$ cat config.mk
export PLATFORM = sky130hd
export DESIGN_NAME = rpn_sequencer_flat
export DESIGN_NICKNAME = d
export VERILOG_FILES = /design/src/rtl/rpn_pkg.sv /design/src/rtl/rpn_sequencer_if.sv /design/src/rtl/rpn_alu.sv /design/src/rtl/rpn_sequencer.sv /design/src/flat_wrapper.sv
export SDC_FILE = /design/constraint.sdc
export NUM_CORES = 1
export LEC_CHECK = 0
export ABC_AREA = 0
export CAP_MARGIN = 25
export CORE_ASPECT_RATIO = 1.4
export CORE_UTILIZATION = 30
export DETAILED_ROUTE_END_ITERATION = 7
export PLACE_DENSITY_LB_ADDON = 0.3
export REMOVE_ABC_BUFFERS = 1
export SYNTH_ARGS = -nofsm -noshare
export SYNTH_HDL_FRONTEND = slang
export SYNTH_SLANG_ARGS = --single-unit
$ cat constraint.sdc
create_clock -name clk -period 4.2 [get_ports clk]
set_input_delay 0.84 -clock clk [delete_from_list [all_inputs] [get_ports clk]]
set_output_delay 0.84 -clock clk [all_outputs]
set_load 0.01 [all_outputs]
$ cat src/rtl/rpn_pkg.sv
// rpn_pkg: shared types and constants for the reverse-Polish sequencer.
//   opcode_e  - operator encodings carried in tok_dat[2:0]
//   state_e   - sequencer FSM states
//   ERR_*     - err_code values
package rpn_pkg;

   localparam int unsigned OPC_W = 3;
   localparam int unsigned ERR_W = 2;

   typedef enum logic [OPC_W-1:0] {
      OP_ADD = 3'd0,
      OP_SUB = 3'd1,
      OP_AND = 3'd2,
      OP_OR  = 3'd3,
      OP_XOR = 3'd4,
      OP_MUL = 3'd5
   } opcode_e;

   typedef enum logic [2:0] {
      S_IDLE,
      S_POP_A,
      S_POP_B,
      S_PUSH_R,
      S_ERR
   } state_e;

   localparam logic [ERR_W-1:0] ERR_NONE = 2'b00;
   localparam logic [ERR_W-1:0] ERR_OVF  = 2'b01;
   localparam logic [ERR_W-1:0] ERR_UNF  = 2'b10;
   localparam logic [ERR_W-1:0] ERR_ILL  = 2'b11;

endpackage

$ cat src/rtl/rpn_sequencer_if.sv
// rpn_sequencer_if: token stream into the sequencer (valid/ready handshake).
//   tok_valid - token offered (source)
//   tok_ready - token accepted when tok_valid & tok_ready (sink)
//   tok_is_op - 1 operator, 0 operand (source)
//   tok_dat   - operand value or opcode in [2:0] (source)
// Modports: master = token source, slave = sequencer.
interface rpn_sequencer_if #(
   parameter int unsigned WIDTH = 4
);
   logic             tok_valid;
   logic             tok_ready;
   logic             tok_is_op;
   logic [WIDTH-1:0] tok_dat;

   modport master (
      output tok_valid,
      output tok_is_op,
      output tok_dat,
      input  tok_ready
   );

   modport slave (
      input  tok_valid,
      input  tok_is_op,
      input  tok_dat,
      output tok_ready
   );
endinterface

$ cat src/rtl/rpn_alu.sv
// rpn_alu: combinational operator unit, result = b OP a modulo 2^WIDTH.
//   op      - opcode (tok_dat[2:0] encoding)
//   a, b    - a = former top of stack, b = second entry
//   result  - WIDTH-bit result, carries / high product bits dropped
//   illegal - opcode not supported by this build
// Build option: RPN_MUL_EN adds MUL (opcode 101); without it 101 is illegal
// and no multiplier exists.
module rpn_alu
   import rpn_pkg::*;
#(
   parameter int unsigned WIDTH = 4
) (
   input  logic [OPC_W-1:0] op,
   input  logic [WIDTH-1:0] a,
   input  logic [WIDTH-1:0] b,
   output logic [WIDTH-1:0] result,
   output logic             illegal
);

   // Operator decode; anything not listed is flagged illegal.
   always_comb begin
      result  = '0;
      illegal = 1'b0;
      case (op)
         OP_ADD:  result = b + a;
         OP_SUB:  result = b - a;
         OP_AND:  result = b & a;
         OP_OR:   result = b | a;
         OP_XOR:  result = b ^ a;
`ifdef RPN_MUL_EN
         OP_MUL:  result = WIDTH'(b * a);
`else
`endif
         default: illegal = 1'b1;
      endcase
   end

endmodule

$ cat src/rtl/rpn_sequencer.sv
// rpn_sequencer: token-driven RPN evaluator sitting in front of a stack block.
//   clk, rst     - clock (rising), asynchronous active-high reset shared with the stack
//   tok          - token stream (rpn_sequencer_if.slave)
//   stk_push_stb / stk_push_dat / stk_pop_stb - stack controls
//   stk_pop_dat  - stack top-of-stack, combinational
//   top_dat      - stk_pop_dat when depth>0, else 0
//   depth        - occupancy tracked locally
//   busy         - operator in progress
//   err/err_code - error flag (held while in ERR) and cause
//   err_clr      - leaves ERR; ignored elsewhere
// Build option: RPN_MUL_EN enables opcode 101 (MUL) inside rpn_alu.
module rpn_sequencer
   import rpn_pkg::*;
#(
   parameter int unsigned WIDTH = 4,
   parameter int unsigned DEPTH = 100
) (
   input  logic                         clk,
   input  logic                         rst,
   rpn_sequencer_if.slave               tok,
   output logic                         stk_push_stb,
   output logic [WIDTH-1:0]             stk_push_dat,
   output logic                         stk_pop_stb,
   input  logic [WIDTH-1:0]             stk_pop_dat,
   output logic [WIDTH-1:0]             top_dat,
   output logic [$clog2(DEPTH+1)-1:0]   depth,
   output logic                         busy,
   output logic                         err,
   output logic [ERR_W-1:0]             err_code,
   input  logic                         err_clr
);

   localparam int unsigned DEPTH_W = $clog2(DEPTH + 1);
   localparam logic [DEPTH_W-1:0] DEPTH_MAX = DEPTH_W'(DEPTH);
   localparam logic [DEPTH_W-1:0] DEPTH_TWO = DEPTH_W'(2);
   localparam logic [DEPTH_W-1:0] DEPTH_ONE = DEPTH_W'(1);

   state_e             state_q, state_d;
   logic [DEPTH_W-1:0] depth_q, depth_d;
   logic [ERR_W-1:0]   err_code_q, err_code_d;
   logic [OPC_W-1:0]   op_q, op_d;
   logic [WIDTH-1:0]   a_q, a_d;
   logic [WIDTH-1:0]   b_q, b_d;

   logic [OPC_W-1:0]   alu_op;
   logic [WIDTH-1:0]   alu_result;
   logic               alu_illegal;

   // One ALU serves both jobs: legality of the offered opcode in IDLE,
   // and the result of the latched opcode in PUSH_R.
   assign alu_op = (state_q == S_IDLE) ? tok.tok_dat[OPC_W-1:0] : op_q;

   rpn_alu #(.WIDTH(WIDTH)) u_alu (
      .op      (alu_op),
      .a       (a_q),
      .b       (b_q),
      .result  (alu_result),
      .illegal (alu_illegal)
   );

   // State and datapath registers.
   always_ff @(posedge clk or posedge rst) begin
      if (rst) begin
         state_q    <= S_IDLE;
         depth_q    <= '0;
         err_code_q <= ERR_NONE;
         op_q       <= '0;
         a_q        <= '0;
         b_q        <= '0;
      end else begin
         state_q    <= state_d;
         depth_q    <= depth_d;
         err_code_q <= err_code_d;
         op_q       <= op_d;
         a_q        <= a_d;
         b_q        <= b_d;
      end
   end

   // Next-state and stack strobes; operand pushes happen in the accept cycle.
   always_comb begin
      state_d      = state_q;
      depth_d      = depth_q;
      err_code_d   = err_code_q;
      op_d         = op_q;
      a_d          = a_q;
      b_d          = b_q;
      stk_push_stb = 1'b0;
      stk_push_dat = '0;
      stk_pop_stb  = 1'b0;

      case (state_q)
         S_IDLE: begin
            if (tok.tok_valid) begin
               if (!tok.tok_is_op) begin
                  if (depth_q < DEPTH_MAX) begin
                     stk_push_stb = 1'b1;
                     stk_push_dat = tok.tok_dat;
                     depth_d      = depth_q + DEPTH_ONE;
                  end else begin
                     err_code_d = ERR_OVF;
                     state_d    = S_ERR;
                  end
               end else if (alu_illegal) begin
                  err_code_d = ERR_ILL;
                  state_d    = S_ERR;
               end else if (depth_q < DEPTH_TWO) begin
                  err_code_d = ERR_UNF;
                  state_d    = S_ERR;
               end else begin
                  op_d    = tok.tok_dat[OPC_W-1:0];
                  state_d = S_POP_A;
               end
            end
         end
         S_POP_A: begin
            a_d         = stk_pop_dat;
            stk_pop_stb = 1'b1;
            depth_d     = depth_q - DEPTH_ONE;
            state_d     = S_POP_B;
         end
         S_POP_B: begin
            b_d         = stk_pop_dat;
            stk_pop_stb = 1'b1;
            depth_d     = depth_q - DEPTH_ONE;
            state_d     = S_PUSH_R;
         end
         S_PUSH_R: begin
            stk_push_stb = 1'b1;
            stk_push_dat = alu_result;
            depth_d      = depth_q + DEPTH_ONE;
            state_d      = S_IDLE;
         end
         S_ERR: begin
            if (err_clr) begin
               err_code_d = ERR_NONE;
               state_d    = S_IDLE;
            end
         end
         default: state_d = S_IDLE;
      endcase
   end

   assign tok.tok_ready = (state_q == S_IDLE);
   assign busy          = (state_q == S_POP_A) || (state_q == S_POP_B) || (state_q == S_PUSH_R);
   assign err           = (state_q == S_ERR);
   assign err_code      = err_code_q;
   assign depth         = depth_q;
   assign top_dat       = (depth_q != '0) ? stk_pop_dat : '0;

endmodule

$ cat src/flat_wrapper.sv
// flat-port wrapper written by rule: the top's interface ports become plain ports
module rpn_sequencer_flat import rpn_pkg::*;
#(
   parameter int unsigned WIDTH = 4,
   parameter int unsigned DEPTH = 100
)
  (clk, rst, stk_push_stb, stk_push_dat, stk_pop_stb, stk_pop_dat, top_dat, depth, busy, err, err_code, err_clr, tok_tok_valid, tok_tok_is_op, tok_tok_dat, tok_tok_ready);
  rpn_sequencer_if #(.WIDTH(WIDTH)) tok_i ();
  input  logic clk;
  input  logic rst;
  output logic stk_push_stb;
  output logic [WIDTH-1:0] stk_push_dat;
  output logic stk_pop_stb;
  input  logic [WIDTH-1:0] stk_pop_dat;
  output logic [WIDTH-1:0] top_dat;
  output logic [$clog2(DEPTH+1)-1:0] depth;
  output logic busy;
  output logic err;
  output logic [ERR_W-1:0] err_code;
  input  logic err_clr;
  input wire logic [$bits(tok_i.tok_valid)-1:0] tok_tok_valid;
  input wire logic [$bits(tok_i.tok_is_op)-1:0] tok_tok_is_op;
  input wire logic [$bits(tok_i.tok_dat)-1:0] tok_tok_dat;
  output wire logic [$bits(tok_i.tok_ready)-1:0] tok_tok_ready;
  assign tok_i.tok_valid = tok_tok_valid;
  assign tok_i.tok_is_op = tok_tok_is_op;
  assign tok_i.tok_dat = tok_tok_dat;
  assign tok_tok_ready = tok_i.tok_ready;
  rpn_sequencer #(.WIDTH(WIDTH), .DEPTH(DEPTH)) u_core (.clk(clk), .rst(rst), .tok(tok_i), .stk_push_stb(stk_push_stb), .stk_push_dat(stk_push_dat), .stk_pop_stb(stk_pop_stb), .stk_pop_dat(stk_pop_dat), .top_dat(top_dat), .depth(depth), .busy(busy), .err(err), .err_code(err_code), .err_clr(err_clr));
endmodule
==> impl_metrics.csv, run 1 <==
group,metric,value,unit
status,outcome,"finished clean",
cts,cts_made_buffers,3,
power_and_ir_drop,total_power,0.002344,W
finish,fin_util,0.4021,
cts,clock_latency,0.27,ns
logic_synthesis,synth_edf_count,0,
finish,layout-drive-gt1-share,0.1306,
place,gp_congestion,0.8786,
worst_setup_path,setup.worst_path.class,"primary input to primary output",
finish,area_growth_syn_to_layout,27.08,%
logic_synthesis,synthArstFlopShare,1.000,
job,drv_cap,0,
global_route,grt_start_max_net_pins,24,
worst_setup_path,cp_slowest_cell,"clkdlybuf4s50_1",
worst_setup_path,cp-start-kind,"primary input",
sta,drv_slew,0,
global_route,grt_remaining_overflow,0,
global_route,antenna_found_initial,0,
logic_synthesis,synth_seq_cells,23,
power_and_ir_drop,power_density,973.7,mW/mm2
place,io_buffer_count,34,
routing,routed-via-count,1589,
finish,nets,278,
sta,hold_violations,0,
sta,fin_crit,4.022,ns
logic_synthesis,synth-seq-area-share,0.3038,
finish,diodes,0,
worst_setup_path,slowest_delay,0.41,ns
die,rows,33,
sta,fmax,248.6,MHz
sta,tightestPinTransition,0.8808,ns
die,die_width,69.16,um
routing,firstDrtPassIters,4,
routing,drc_errors,0,
sta,max-slew-margin-rel,0.4122,
cts,clock-root-buffer,"clkbuf_8",
sta,finClkSkew,0.003558,ns
routing,drtAntennaViolNets,0,
cts,clock_path_buffers,2,
routing,drt-vias-per-instance,5.044,
finish,regArea,575.6,um2
sta,tns,0,ns
worst_setup_path,worstPathRequired,3.36,ns
finish,layout_commonest_cell,"clkdlybuf4s50_1",
logic_synthesis,yosys_warnings,0,
die,die_area,0.006641,mm2
logic_synthesis,synthFlopType,"dfrtp_1",
cts,cts_max_level,1,
finish,final_cell_mix,"clkdlybuf4s50_1 (31), dfrtp_1 (23), nand2_1 (20)",
global_route,grt_pass1_vias,1550,
die,num_io_pins,35,
global_route,track_usage,0.1379,
worst_setup_path,cp_cell_sequence,"clkdlybuf4s50_1, nor2_1, mux2i_1, nor2_2, mux2_4, fa_1, xor2_1, o22ai_1, a22oi_1, o31ai_1, dlygate4sd2_1",
cts,cts_hold_buffers,0,
die,core,0.005987,mm2
routing,first_iter_violations,79,
sta,period_share,0.9576,
sta,setup_viol,0,
power_and_ir_drop,ir_worst_vdd,0.0005349,V
die,start_util,0.3164,
cts,clkSlewWorstSetupHoldPaths,0.08,ns
routing,wl,4414,um
global_route,grt_pass1_wl,7314,um
logic_synthesis,syn_area_per_cell,9.332,um2
cts,cts_sinks,23,
finish,multi_input_area,0.001229,mm2
worst_setup_path,worstSetupEndpointType,"primary output",
die,dieHeight,96.02,um
cts,tritoncts,"done",
sta,rsz0062_at_grt,"false",
place,hpwl,3481,um
logic_synthesis,netlist_area,0.001894,mm2
power_and_ir_drop,p_leak,1.071,nW
routing,wl_per_cell,14.01,um
logic_synthesis,ys_types,50,
finish,fillCellCount,597,
worst_hold_path,hold_class,"register to register",
worst_setup_path,critPathArrivalTime,3.18,ns
logic_synthesis,synthCells,203,
worst_setup_path,path_max_fanout,2,
-- flip-flops by register name (all words and copies together), names as in the netlist --
register,cells
u_core.a_q,4
u_core.op_q,3
u_core.err_code,2
u_core.depth,7
u_core.state_q,3
u_core.b_q,4
-- timing repair --
item,CTS,global route
buffers inserted,0,0
endpoints found under the setup margin,2,3
gates resized for setup,2,5
pin swaps,0,4
-- routing by layer --
| layer | vias up | global-route usage | routed length [um] |
|---|---|---|---|
| met5 | - | 0 | 0 |
| met4 | 0 | 0.05612 | 72 |
| met3 | 5 | 0.01257 | 133 |
| met2 | 33 | 0.2589 | 2287 |
| met1 | 743 | 0.1611 | 1920 |
| li1 | 808 | - | - |
-- worst paths after layout --
path                                    start                  to  slack [ns]  cells past startpoint
setup / recovery               tok_tok_dat[1]     stk_push_dat[2]        0.18                     11
setup reg to reg            u_core.state_q[1]     u_core.depth[6]        1.49                      9
max in group asynchronous                 rst      u_core.op_q[0]        2.60                      2
min in group asynchronous                 rst     u_core.depth[1]        1.06                      2
hold reg to reg            u_core.err_code[0]  u_core.err_code[0]        0.55                      2
hold / removal             u_core.err_code[0]  u_core.err_code[0]        0.55                      2
-- critical path, delay by kind of cell --
| kind | cells | cell delay [ns] |
|---|---|---|
| muxes | 2 | 0.44 |
| and+or+nand+nor | 2 | 0.28 |
| AOI/OAI and AO/OA | 3 | 0.35 |
| buffers and inverters | 2 | 0.70 |
| adders and majority gates | 1 | 0.41 |
| xor gates and xnor gates | 1 | 0.16 |
-- kinds of logic after synthesis --
| kind of cell | Yosys count | share of synthesized area |
|---|---|---|
| xor+xnor | 11 | 0.05086 |
| mux | 16 | 0.1004 |
| buf+inv | 20 | 0.05086 |
| compound gates | 51 | 0.1816 |
| simple gates | 63 | 0.1790 |
| fa+ha+maj | 19 | 0.1334 |
| flops | 23 | 0.3038 |
-- cell usage after synthesis (all sizes together), types with 5 or more instances --
| cell | n | area (um2) |
|---|---|---|
| nand2 | 20 | 75.07 |
| xnor2 | 7 | 61.31 |
| dfrtp | 23 | 575.6 |
| o21ai | 14 | 70.06 |
| a21oi | 12 | 60.06 |
| nor2 | 14 | 60.06 |
| a22oi | 5 | 37.54 |
| nand2b | 5 | 31.28 |
| mux2 | 12 | 150.1 |
| buf | 6 | 43.79 |
| nor3 | 7 | 56.31 |
| inv | 14 | 52.55 |
| ha | 17 | 212.7 |
-- per-stage QoR --
step                setup slack [ns]  cell area, um2  std cells  hold slack, ns
finish                        0.1779            2407        315          0.5493
global route                0.009265            2407        315          0.5857
CTS                         0.009016            2397        315          0.5584
detailed placement          -0.09517            2354        311          0.5390
global placement             -0.1119            2354        311          0.5183
floorplan                     0.7263            1851        197          0.5268
-- report_power, final --
group / switching, W / internal [W] / total (W)
combinational: 0.000831 / 0.000899 / 0.00173
sequential: 0.000128 / 0.000344 / 0.000472
clock: 0.0000754 / 0.0000664 / 0.000142
total: 0.00103 / 0.00131 / 0.00234
-- final cells by class --
| class | instances | share of cell area |
|---|---|---|
| Inverter | 14 | 0.02183 |
| Timing Repair Buffer | 44 | 0.1731 |
| Multi-Input combinational cell | 160 | 0.5104 |
| Clock inverter | 1 | 0.002079 |
| Sequential cell | 23 | 0.2391 |
| Clock buffer | 3 | 0.01715 |
| Tap cell | 70 | 0.03638 |
Power figures use the tool's default switching activity.
==> run 2: changes to the inputs <==
Settings changed: DONT_BUFFER_PORTS set to 1.
Clock period 4.2 ns to 5 ns, I/O delays scaled along.
==> run 2 against run 1 <==
Sequential share of layout area up 5.1 points. Clock power down 16%. Wire length down 5.1%. Cell area down 18%. Register-to-register slack better by 0.71 ns. Critical path type is now register to primary output. Largest cell class unchanged. Highest routed layer unchanged. Sequential cell count unchanged.
==> impl_metrics.csv, run 2 (same netlist as run 1, synthesis figures left out) <==
group,metric,value,unit
status,outcome,"finished clean",
global_route,grt_pass1_wl,6962,um
cts,clock_latency,0.27,ns
worst_hold_path,hold_path_depth,2,
worst_setup_path,reg2reg_depth,7,
finish,largest_reg_flops,7,
global_route,grt_start_max_net_pins,24,
routing,drc_errors,0,
die,start_util,0.3164,
routing,routed-via-count,1454,
sta,fmax,233.6,MHz
routing,firstDrtPassIters,4,
power_and_ir_drop,p_int,0.0009089,W
worst_hold_path,hold_class,"register to register",
power_and_ir_drop,power_density,876.1,mW/mm2
worst_setup_path,critPathArrivalTime,3.28,ns
finish,layout_commonest_cell,"dfrtp_1",
finish,layout-drive-gt1-share,0.1045,
place,hpwl,3320,um
cts,cts_hold_buffers,0,
routing,drtAntennaViolNets,0,
routing,first_iter_violations,56,
worst_setup_path,path_max_fanout,17,
cts,cts_made_buffers,3,
power_and_ir_drop,p_leak,0.8646,nW
global_route,antenna_found_initial,0,
die,die_width,69.16,um
die,die_area,0.006641,mm2
finish,fillCellCount,614,
place,io_buffer_count,0,
finish,area_growth_syn_to_layout,4.755,%
cts,cts_resized,0,
power_and_ir_drop,switching_share,0.4772,
die,rows,33,
sta,finClkSkew,0.002835,ns
die,num_io_pins,35,
routing,wl_per_cell,15.45,um
place,pre_cts_ws,1.019,ns
power_and_ir_drop,p_sw,0.0008297,W
sta,rsz0062_at_grt,"false",
finish,nets,234,
power_and_ir_drop,sequentialPowerShare,0.253,
finish,final_cell_mix,"dfrtp_1 (23), nand2_1 (20), ha_1 (17)",
worst_setup_path,worstSetupEndpointType,"primary output",
sta,hold_violations,0,
sta,tns,0,ns
die,core,0.005987,mm2
sta,drv_slew,0,
worst_setup_path,cp-start-kind,"register",
worst_setup_path,setup.worst_path.class,"register to primary output",
routing,drt-vias-per-instance,5.365,
sta,period_share,0.8560,
job,drv_cap,0,
place,gp_congestion,0.7564,
sta,tightestPinTransition,0.8630,ns
die,dieHeight,96.02,um
cts,clock_path_buffers,2,
global_route,track_usage,0.1321,
cts,cts_sinks,23,
sta,worst_slack,0.7199,ns
worst_setup_path,worstPathRequired,4.00,ns
routing,wl,4187,um
power_and_ir_drop,comb_power_share,0.678,
sta,setup_viol,0,
cts,clock-root-buffer,"clkbuf_8",
power_and_ir_drop,ir_worst_vdd,0.0004737,V
finish,diodes,0,
sta,max-slew-margin-rel,0.4240,
power_and_ir_drop,clock_power_share,0.069,
sta,fin_crit,4.280,ns
cts,postCtsSetupBuffers,0,
cts,clkSlewWorstSetupHoldPaths,0.08,ns
cts,tritoncts,"done",
global_route,grt_pass1_vias,1493,
cts,cts_max_level,1,
global_route,grt_remaining_overflow,0,
[run 2: changes by cell type in the layout (fill, tap and decap cells not counted)]
cell | previous run | this run
mux2_4 | 5 | 4
buf_4 | 10 | 0
dlymetal6s2s_1 | 1 | 0
clkdlybuf4s15_1 | 1 | 0
mux2_2 | 2 | 3
nor2_2 | 1 | 0
nor2_1 | 12 | 13
o21ai_1 | 4 | 3
o21ai_0 | 10 | 11
dlygate4sd2_1 | 1 | 0
clkdlybuf4s50_1 | 31 | 0
[run 2: worst paths after layout]
path,startpoint,endpoint,slack (ns)
min in group asynchronous,rst,u_core.depth[1],0.79
setup / recovery,u_core.state_q[2],stk_push_dat[3],0.72
max in group asynchronous,rst,u_core.state_q[2],3.68
hold / removal,u_core.err_code[0],u_core.err_code[0],0.60
setup reg to reg,u_core.state_q[2],u_core.depth[6],2.20
hold reg to reg,u_core.err_code[0],u_core.err_code[0],0.60
[run 2: cell type report]
cell class,count,area [um2],area share
flip-flops and latches,23,575.6,0.2900
inverters,14,52.55,0.02648
well taps,70,87.58,0.04414
multi-input cells,160,1222,0.6160
clock inverters,1,5.005,0.002522
clock buffers,3,41.29,0.02081
[run 2: power by group through the flow]
stage | Combinational (W) | Sequential [W] | Clock, W
2_1_floorplan | 0.000991 | 0.000410 | 0
3_3_place_gp | 0.00117 | 0.000445 | 0
3_5_place_dp | 0.00118 | 0.000446 | 0
4_1_cts | 0.00120 | 0.000442 | 0.000121
5_1_grt | 0.00134 | 0.000463 | 0.000126
6_report | 0.00118 | 0.000440 | 0.000119
[run 2: critical path: stages, from the launching register on]
cell and delay (ns):
dfrtp_1 0.62, nor3_4 0.59, mux2i_1 0.33, nor2_1 0.09, nor2_1 0.13, xnor2_1 0.14, ha_1 0.28, a21oi_1 0.14
o21ai_0 0.11, xnor2_1 0.20, mux2i_1 0.10, a22oi_1 0.26
[run 2: routing by layer]
metal	vias up	wire length, um	track usage
li1	716	-	-
met2	33	2104	0.2314
met5	-	0	0
met1	700	1814	0.1584
met4	0	75	0.05952
met3	5	193	0.02304
[run 2: stage by stage]
step / cell area [um2] / utilization / hold WS (ns) / cells / power, W
finish: 1984 / 0.3315 / 0.6034 / 271 / 0.001739
global route: 1984 / 0.3315 / 0.6405 / 271 / 0.001927
CTS: 1984 / 0.3315 / 0.6172 / 271 / 0.001759
detailed placement: 1938 / 0.3237 / 0.5959 / 267 / 0.001630
global placement: 1938 / 0.3237 / 0.5819 / 267 / 0.001616
floorplan: 1851 / - / 0.5268 / 197 / 0.001401
==> run 3: changes to the inputs <==
Settings changed: CORE_ASPECT_RATIO 1.4 to unset, CORE_MARGIN set to 5.
==> run 3 against run 2 <==
Via count decreased by 3.6%. Maximum frequency increased by 0.77%. First-iteration DRC count increased by 16%. Register-to-register slack got worse by 0.04 ns. Global-route usage decreased by 1.7 points. Wire length increased by 3.5%. Sequential power decreased by 2%. Die area increased by 21%. Cell area increased by 0.95%.
==> impl_metrics.csv, run 3 (same netlist as run 1, synthesis figures left out) <==
group,metric,value,unit
routing,wl_met3,230,um
die,rows,29,
place,dpl_cell_area,0.001954,mm2
status,outcome,"finished clean",
worst_setup_path,cp-start-kind,"register",
job,drv_cap,0,
cts,cts_sinks,23,
worst_setup_path,critPathArrivalTime,3.25,ns
finish,regArea,575.6,um2
worst_setup_path,setup.worst_path.class,"register to primary output",
worst_setup_path,path_max_fanout,11,
finish,diodes,0,
power_and_ir_drop,power_density,873.4,mW/mm2
routing,drt-vias-per-instance,5.025,
finish,area_growth_syn_to_layout,5.746,%
die,dieHeight,89.47,um
worst_hold_path,hold_class,"register to register",
finish,layout_commonest_cell,"dfrtp_1",
routing,wl_met1,1958,um
sta,max-slew-margin-rel,0.4082,
cts,cts_made_buffers,3,
cts,cts_resized,0,
global_route,grt_start_max_net_pins,24,
die,die_area,0.008004,mm2
worst_setup_path,worstPathRequired,4.00,ns
sta,hold_violations,0,
die,core,0.006241,mm2
routing,routed-via-count,1402,
place,io_buffer_count,0,
finish,final_cell_mix,"dfrtp_1 (23), nand2_1 (20), ha_1 (17)",
finish,multi_input_area,0.001222,mm2
cts,clock_latency,0.27,ns
global_route,antenna_found_initial,0,
power_and_ir_drop,ir_worst_vdd,0.0005024,V
global_route,grt_pass1_vias,1409,
cts,cts_max_level,1,
cts,cts_hold_buffers,0,
finish,fillCellCount,663,
sta,tightestPinTransition,0.8868,ns
routing,drtAntennaViolNets,0,
sta,finClkSkew,0.01017,ns
sta,fmax,235.4,MHz
routing,wl,4334,um
routing,wl_per_cell,15.53,um
power_and_ir_drop,p_leak,0.8662,nW
cts,clock_path_buffers,2,
global_route,grt_pass1_wl,7162,um
routing,firstDrtPassIters,4,
routing,first_iter_violations,65,
sta,tns,0,ns
die,die_width,89.47,um
cts,tritoncts,"done",
sta,drv_slew,0,
cts,clkSlewWorstSetupHoldPaths,0.10,ns
routing,drc_errors,0,
sta,rsz0062_at_grt,"false",
routing,highest_layer,"met4",
routing,dr_wl_met2,2095,um
sta,setup_viol,0,
worst_setup_path,worstSetupEndpointType,"primary output",
die,start_util,0.3035,
place,hpwl,3410,um
finish,nets,235,
sta,fin_crit,4.247,ns
place,gp_congestion,0.8849,
die,num_io_pins,35,
sta,period_share,0.8495,
global_route,track_usage,0.1152,
finish,layout-drive-gt1-share,0.1089,
cts,clock-root-buffer,"clkbuf_8",
cts,postCtsSetupBuffers,0,
finish,largest_reg_flops,7,
global_route,grt_remaining_overflow,0,
finish,fin_area,0.002003,mm2
==> run 3: final cells by class <==
type / count / share of cell area
clock buffer: 3 / 0.02061
multi-input combinational: 160 / 0.6102
timing repair buffer: 1 / 0.003748
sequential: 23 / 0.2873
clock inverter: 1 / 0.003748
inverter: 14 / 0.02623
tap: 77 / 0.04809
==> run 3: layer usage <==
layer | track usage | vias to the layer above
met3 | 0.02949 | 2
li1 | - | 717
met2 | 0.1896 | 20
met5 | 0 | -
met1 | 0.1475 | 663
met4 | 0.03654 | 0
==> run 3: worst paths after layout <==
kind | from | to | slack (ns) | depth (start not counted)
setup / recovery | u_core.state_q[0] | stk_push_dat[2] | 0.75 | 9
hold / removal | u_core.op_q[0] | u_core.op_q[0] | 0.60 | 1
setup reg to reg | u_core.state_q[0] | u_core.depth[6] | 2.16 | 8
hold reg to reg | u_core.op_q[0] | u_core.op_q[0] | 0.60 | 1
max in group asynchronous | rst | u_core.op_q[2] | 3.65 | 1
min in group asynchronous | rst | u_core.b_q[3] | 0.80 | 1
==> run 3: worst max-delay path: stages (launching register included) <==
cell and delay [ns]:
dfrtp_1 0.51, nor3_4 0.63, a21boi_2 0.21, nor2_1 0.20, mux2_2 0.39, fa_1 0.41, xor2_1 0.21, o22ai_1 0.09
a22oi_1 0.16, o31ai_1 0.15
==> run 3: where the power goes <==
part           switching, W  internal [W]
clock network     0.0000678     0.0000565
registers          0.000144      0.000288
logic              0.000631      0.000562
==> run 3: stage by stage <==
stage	power [W]	cells	utilization	worst slack, ns	hold WS, ns
6_report	0.001750	279	0.3210	0.7527	0.5953
3_3_place_gp	0.001621	275	0.3132	1.119	0.5723
4_1_cts	0.001765	279	0.3210	0.7894	0.5943
2_1_floorplan	0.001401	197	-	1.366	0.5268
5_1_grt	0.001942	279	0.3210	0.5617	0.6377
3_5_place_dp	0.001631	275	0.3132	1.100	0.5688
==> RTL change 1: new RTL, flow settings as in run 1 <==
`DEPTH` is set to 100 in 2 places; all go to 50.
--- a/src/rtl/rpn_sequencer.sv
+++ b/src/rtl/rpn_sequencer.sv
@@ -13,7 +13,7 @@
    import rpn_pkg::*;
 #(
    parameter int unsigned WIDTH = 4,
-   parameter int unsigned DEPTH = 100
+   parameter int unsigned DEPTH = 50
 ) (
    input  logic                         clk,
    input  logic                         rst,
--- a/src/flat_wrapper.sv
+++ b/src/flat_wrapper.sv
@@ -2,7 +2,7 @@
 module rpn_sequencer_flat import rpn_pkg::*;
 #(
    parameter int unsigned WIDTH = 4,
-   parameter int unsigned DEPTH = 100
+   parameter int unsigned DEPTH = 50
 )
   (clk, rst, stk_push_stb, stk_push_dat, stk_pop_stb, stk_pop_dat, top_dat, depth, busy, err, err_code, err_clr, tok_tok_valid, tok_tok_is_op, tok_tok_dat, tok_tok_ready);
   rpn_sequencer_if #(.WIDTH(WIDTH)) tok_i ();
Ports: changed (resized depth); port bits go from 35 to 34. No check against the original RTL was run, so the function may have changed too.
==> RTL change 1 against run 1 <==
  * Count of clock-buffer cells in the layout unchanged
  * Design area grew 1.5%
  * Wire length increased by 9.7%
  * Total power up 2.4%
  * Maximum frequency fell by 2.9%
  * Area after synthesis fell by 1.8%
  * Via count increased by 2.5%
  * Sequential cell count decreased by 1
  * Setup slack worse by 0.12 ns
  * Synthesized cell count decreased by 0.99%
  * Utilization increased by 1.2 points
  * Global-route usage up 2.2 points
  * Largest power group unchanged
  * Cell count grew 0.95%
  * Clock power rose by 38%
==> RTL change 1: results (changes against run 1) <==
| Result | Reported | Delta |
|---|---|---|
| Overall routing resource usage | 16.0% | +2.2 points |
| Amount of wire on met2 after detailed routing | 2700 um | +18% |
| Net switching power of the design | 1.03 mW | -0.83% |
| Final clock skew | 0.00806 ns | +0.00450 ns |
| Critical path data arrival time | 3.30 ns | +0.12 ns |
| Largest net degree at the start of global routing | 23 | -4.2% |
| Worst flop-to-flop path startpoint | u_core.state_q[0] |  |
| Max reg flops | 6 | -1 |
| Met3 demand-to-capacity share in global routing | 2.15% | +0.90 points |
| Drt wl/cell | 15.2 um | +8.6% |
| Global-route wire length before repair | 7700 um | +5.3% |
| Sequential area share after synthesis | 29.6% | -0.79 points |
| Synth top area cells | sky130_fd_sc_hd__dfrtp_1 (30%), sky130_fd_sc_hd__ha_1 (11%), sky130_fd_sc_hd__mux2_2 (4.8%), sky130_fd_sc_hd__nand2_1 (4.0%), sky130_fd_sc_hd__o21ai_0 (4.0%) |  |
| Fraction of final layout cells sized beyond drive strength 1 | 18.5% | +5.5 points |
| Outcome | finished clean |  |
| Post-synth top cells | sky130_fd_sc_hd__dfrtp_1 (22), sky130_fd_sc_hd__nand2_1 (20), sky130_fd_sc_hd__ha_1 (16) |  |
| Clock H-tree levels | 1 | unchanged |
| Number of nets in the final layout | 280 | +0.72% |
| Met2 routing resource usage after global routing | 30.3% | +4.4 points |
| Worst Setup Slack post-DPL | -0.875 ns | -0.779 ns |
| Number of global-route vias before repair | 1670 | +7.7% |
| Drt initial violations | 34 | -57% |
| Number of cells in the design after placement | 313 | +0.64% |
| Slowest library cell on the worst path | sky130_fd_sc_hd__fa_1 |  |
| Clock latency reported for the late side of the worst-skew pair | 0.26 ns |  |
| Wire length on met1 | 1930 um | +0.36% |
| Leakage power total | 1.06 nW | -0.75% |
| Slew of the pin with the lowest slew margin | 0.871 ns | -0.00981 ns |
| Total detailed-routing wirelength | 4840 um | +9.7% |
| Worst IR Drop VDD | 0.486 mV | -9.2% |
| Post-synthesis cell count | 201 | -0.99% |
| Met1 demand-to-capacity share in global routing | 17.2% | +1.1 points |
| Hold Path Depth | 1 | -1 |
| Distinct cell type count after synthesis | 50 | unchanged |
| WL met3 | 111 um | -17% |
| Input/output buffers | 33 | -2.9% |
| Worst setup path startpoint | tok_tok_dat[0] |  |
| Half-perimeter wire length after placement | 3850 um | +10% |
| GPL Wtd Cong | 0.879 | about the same |
| Placed cell areas | 2350 um^2 | -0.32% |
## RTL change 1: power by group through the flow
| stage | Combinational [mW] | Sequential (mW) | Clock, mW |
|---|---|---|---|
| finish | 1.75 | 0.459 | 0.196 |
| CTS | 1.70 | 0.460 | 0.204 |
| detailed placement | 1.67 | 0.460 | 0 |
| global placement | 1.64 | 0.458 | 0 |
| floorplan | 1.08 | 0.461 | 0 |
| global route | 1.93 | 0.477 | 0.211 |
## RTL change 1: cells by family (layout without fill, tap and decap cells)
logic type               count (synthesis)  after routing  share of synthesized area, %
multiplexers                            15             15                          9.15
buffers and inverters                   21             68                          6.12
AO/OA/AOI/OAI                           48             48                          17.9
flip-flops                              22             22                          29.6
XOR/XNOR                                10             10                          4.71
AND/OR/NAND/NOR                         67             67                          19.6
adder cells (fa/ha/maj)                 18             18                          12.9
## RTL change 1: path summary, 6_finish.rpt
path | slack [ns] | to
max in group asynchronous | 2.60 | u_core.state_q[0]
min | 0.51 | u_core.err_code[0]
min in group asynchronous | 1.05 | u_core.depth[3]
min reg2reg | 0.51 | u_core.err_code[0]
max | 0.06 | stk_push_dat[1]
max reg2reg | 1.64 | u_core.depth[5]
## RTL change 1: layout make-up
| cell class | instances | area, um^2 |
|---|---|---|
| fill | 620 | 3460 |
| multi-input combinational | 158 | 1220 |
| sequential | 22 | 551 |
| timing repair buffer | 51 | 459 |
| tap | 70 | 87.6 |
| inverter | 13 | 53.8 |
| clock buffer | 3 | 41.3 |
| clock inverter | 1 | 30.0 |
## RTL change 1: what timing repair did
item                                    CTS  global route
gates resized for setup                  21             3
pin swaps                                 9             9
endpoints found under the setup margin    3             3
gates cloned                              0             0
setup buffers                             0             1
hold buffers                              0             0
==> RTL change 2: new RTL, settings of run 1 <==
Without the edit above. The 5 states of `state_e` get a one-hot encoding in 5 bits.
--- a/src/rtl/rpn_pkg.sv
+++ b/src/rtl/rpn_pkg.sv
@@ -16,12 +16,12 @@
       OP_MUL = 3'd5
    } opcode_e;
 
-   typedef enum logic [2:0] {
-      S_IDLE,
-      S_POP_A,
-      S_POP_B,
-      S_PUSH_R,
-      S_ERR
+   typedef enum logic [4:0] {
+      S_IDLE   = 5'b00001,
+      S_POP_A  = 5'b00010,
+      S_POP_B  = 5'b00100,
+      S_PUSH_R = 5'b01000,
+      S_ERR    = 5'b10000
    } state_e;
 
    localparam logic [ERR_W-1:0] ERR_NONE = 2'b00;
Formal check against the unedited RTL: no difference found for any inputs over 10 cycles, from zero or initial values and one cycle with rst high; not proved beyond that.
==> RTL change 2 against run 1 <==
  * The run now ends with DRC left
  * First-iteration DRC count is 32% higher
  * Clock skew is 0.0029 ns higher
  * Total power is 23% lower
  * Sequential cell count is 2 higher
  * Count of clock-buffer cells in the layout stayed put
  * Design area is 8.5% higher
  * Wire length is 4.4% higher
  * Area after synthesis is 4.4% higher
  * Synthesized cell count is 3.9% higher
  * Setup slack better by 0.012 ns
  * Via count is 4.5% higher
  * Utilization is 1.3 points higher
  * Critical path type is now reg2out
  * Highest routed layer unchanged
==> RTL change 2: results (changes against run 1) <==
| Result | Reported | Delta |
|---|---|---|
| Total DRC errors in the routed layout | 8 | +8 |
| Worst Setup Slack post-DPL | -0.278 ns | -0.182 ns |
| Critical path's largest stage delay | 0.46 ns | +0.05 ns |
| Total detailed-routing wirelength | 4610 um | +4.4% |
| Setup slack, reg-to-reg | 1.40 ns | -0.09 ns |
| Critical path data arrival time | 3.17 ns | about the same |
| Area growth from synthesis to layout | 32.0% |  |
| Number of nets in the final layout | 296 | +6.5% |
| Distinct cell type count after synthesis | 49 | -2.0% |
| Outcome | finished, violations left |  |
| Global-route wire length before repair | 7650 um | +4.5% |
| Fraction of final layout cells sized beyond drive strength 1 | 19.8% | +6.7 points |
| Launching element type of the critical path | register |  |
| Family with the most delay on the worst path | multiplexers |  |
| Largest net degree at the start of global routing | 26 | +8.3% |
| Reg2reg path depth | 10 | +1 |
| Half-perimeter wire length after placement | 3620 um | +3.9% |
| Number of global-route vias before repair | 1615 | +4.2% |
| Slowest library cell on the worst path | sky130_fd_sc_hd__dfrtp_2 |  |
| Post-synth top cells | sky130_fd_sc_hd__dfrtp_1 (24), sky130_fd_sc_hd__inv_1 (19), sky130_fd_sc_hd__o21ai_0 (19) |  |
| WHS | 0.522 ns | -0.0276 ns |
| Placed cell areas | 2460 um^2 | +4.5% |
| Slew of the pin with the lowest slew margin | 0.495 ns | -0.386 ns |
| Biggest fanout along the worst timing path | 6 | +4 |
| Leakage power total | 1.22 nW | +14% |
| Drt initial violations | 104 | +32% |
| Count of vias placed by the detailed router | 1661 | +4.5% |
| Final clock skew | 0.00645 ns | +0.00289 ns |
| Overall routing resource usage | 13.7% | -0.099 points |
| Number of routed nets with antenna violations | 0 | unchanged |
| Violations in the final reports | DRC |  |
| Worst IR Drop VDD | 0.311 mV | -42% |
| Worst flop-to-flop path startpoint | u_core.state_q[0] |  |
| Number of iterations in the first detailed-routing pass | 6 | +2 |
| Worst setup path startpoint | u_core.state_q[3] |  |
| Drt wl/cell | 13.8 um | -1.9% |
| GPL Wtd Cong | 0.772 | -12% |
| Sequential area share after synthesis | 31.7% | +1.3 points |
| Number of cells in the design after placement | 325 | +4.5% |
## RTL change 2: where the power goes
group	switching [mW]	total (mW)	internal [mW]
registers	0.127	0.465	0.338
logic	0.537	1.19	0.649
clock network	0.0777	0.145	0.0672
## RTL change 2: cell families after synthesis
| family | Yosys count | share of synthesized area (%) |
|---|---|---|
| AO/OA/AOI/OAI | 51 | 16.8 |
| XOR/XNOR | 12 | 5.31 |
| adder cells (fa/ha/maj) | 19 | 12.8 |
| buffers and inverters | 23 | 5.44 |
| flip-flops | 25 | 31.7 |
| multiplexers | 17 | 9.49 |
| AND/OR/NAND/NOR | 64 | 18.5 |
## RTL change 2: worst min-delay path by stage
stage                    endpoint  cells past startpoint
6_report       u_core.err_code[0]                      2
3_5_place_dp   u_core.err_code[0]                      2
2_1_floorplan       u_core.b_q[0]                      1
5_1_grt        u_core.err_code[0]                      2
4_1_cts        u_core.err_code[0]                      2
3_3_place_gp   u_core.err_code[0]                      2
## RTL change 2: cell type report
cell class / instances / area, um^2
timing repair buffer: 50 / 489
fill: 653 / 3680
sequential: 25 / 629
clock buffer: 3 / 41.3
inverter: 21 / 83.8
clock inverter: 1 / 7.51
multi-input combinational: 163 / 1270
tap: 72 / 90.1
## RTL change 2: what timing repair did
action / CTS / global route
gates resized for setup: 3 / 20
setup buffers: 0 / 5
pin swaps: 1 / 12
endpoints found under the setup margin: 3 / 3
## RTL change 2: layer usage
layer  vias to the layer above  routed length, um  GRT usage (%)
li1                        847                  -              -
met1                       778               2060           17.7
met2                        32               2350           23.8
met3                         4                147           1.55
met4                         0                 53           4.31
met5                         -                  0              0
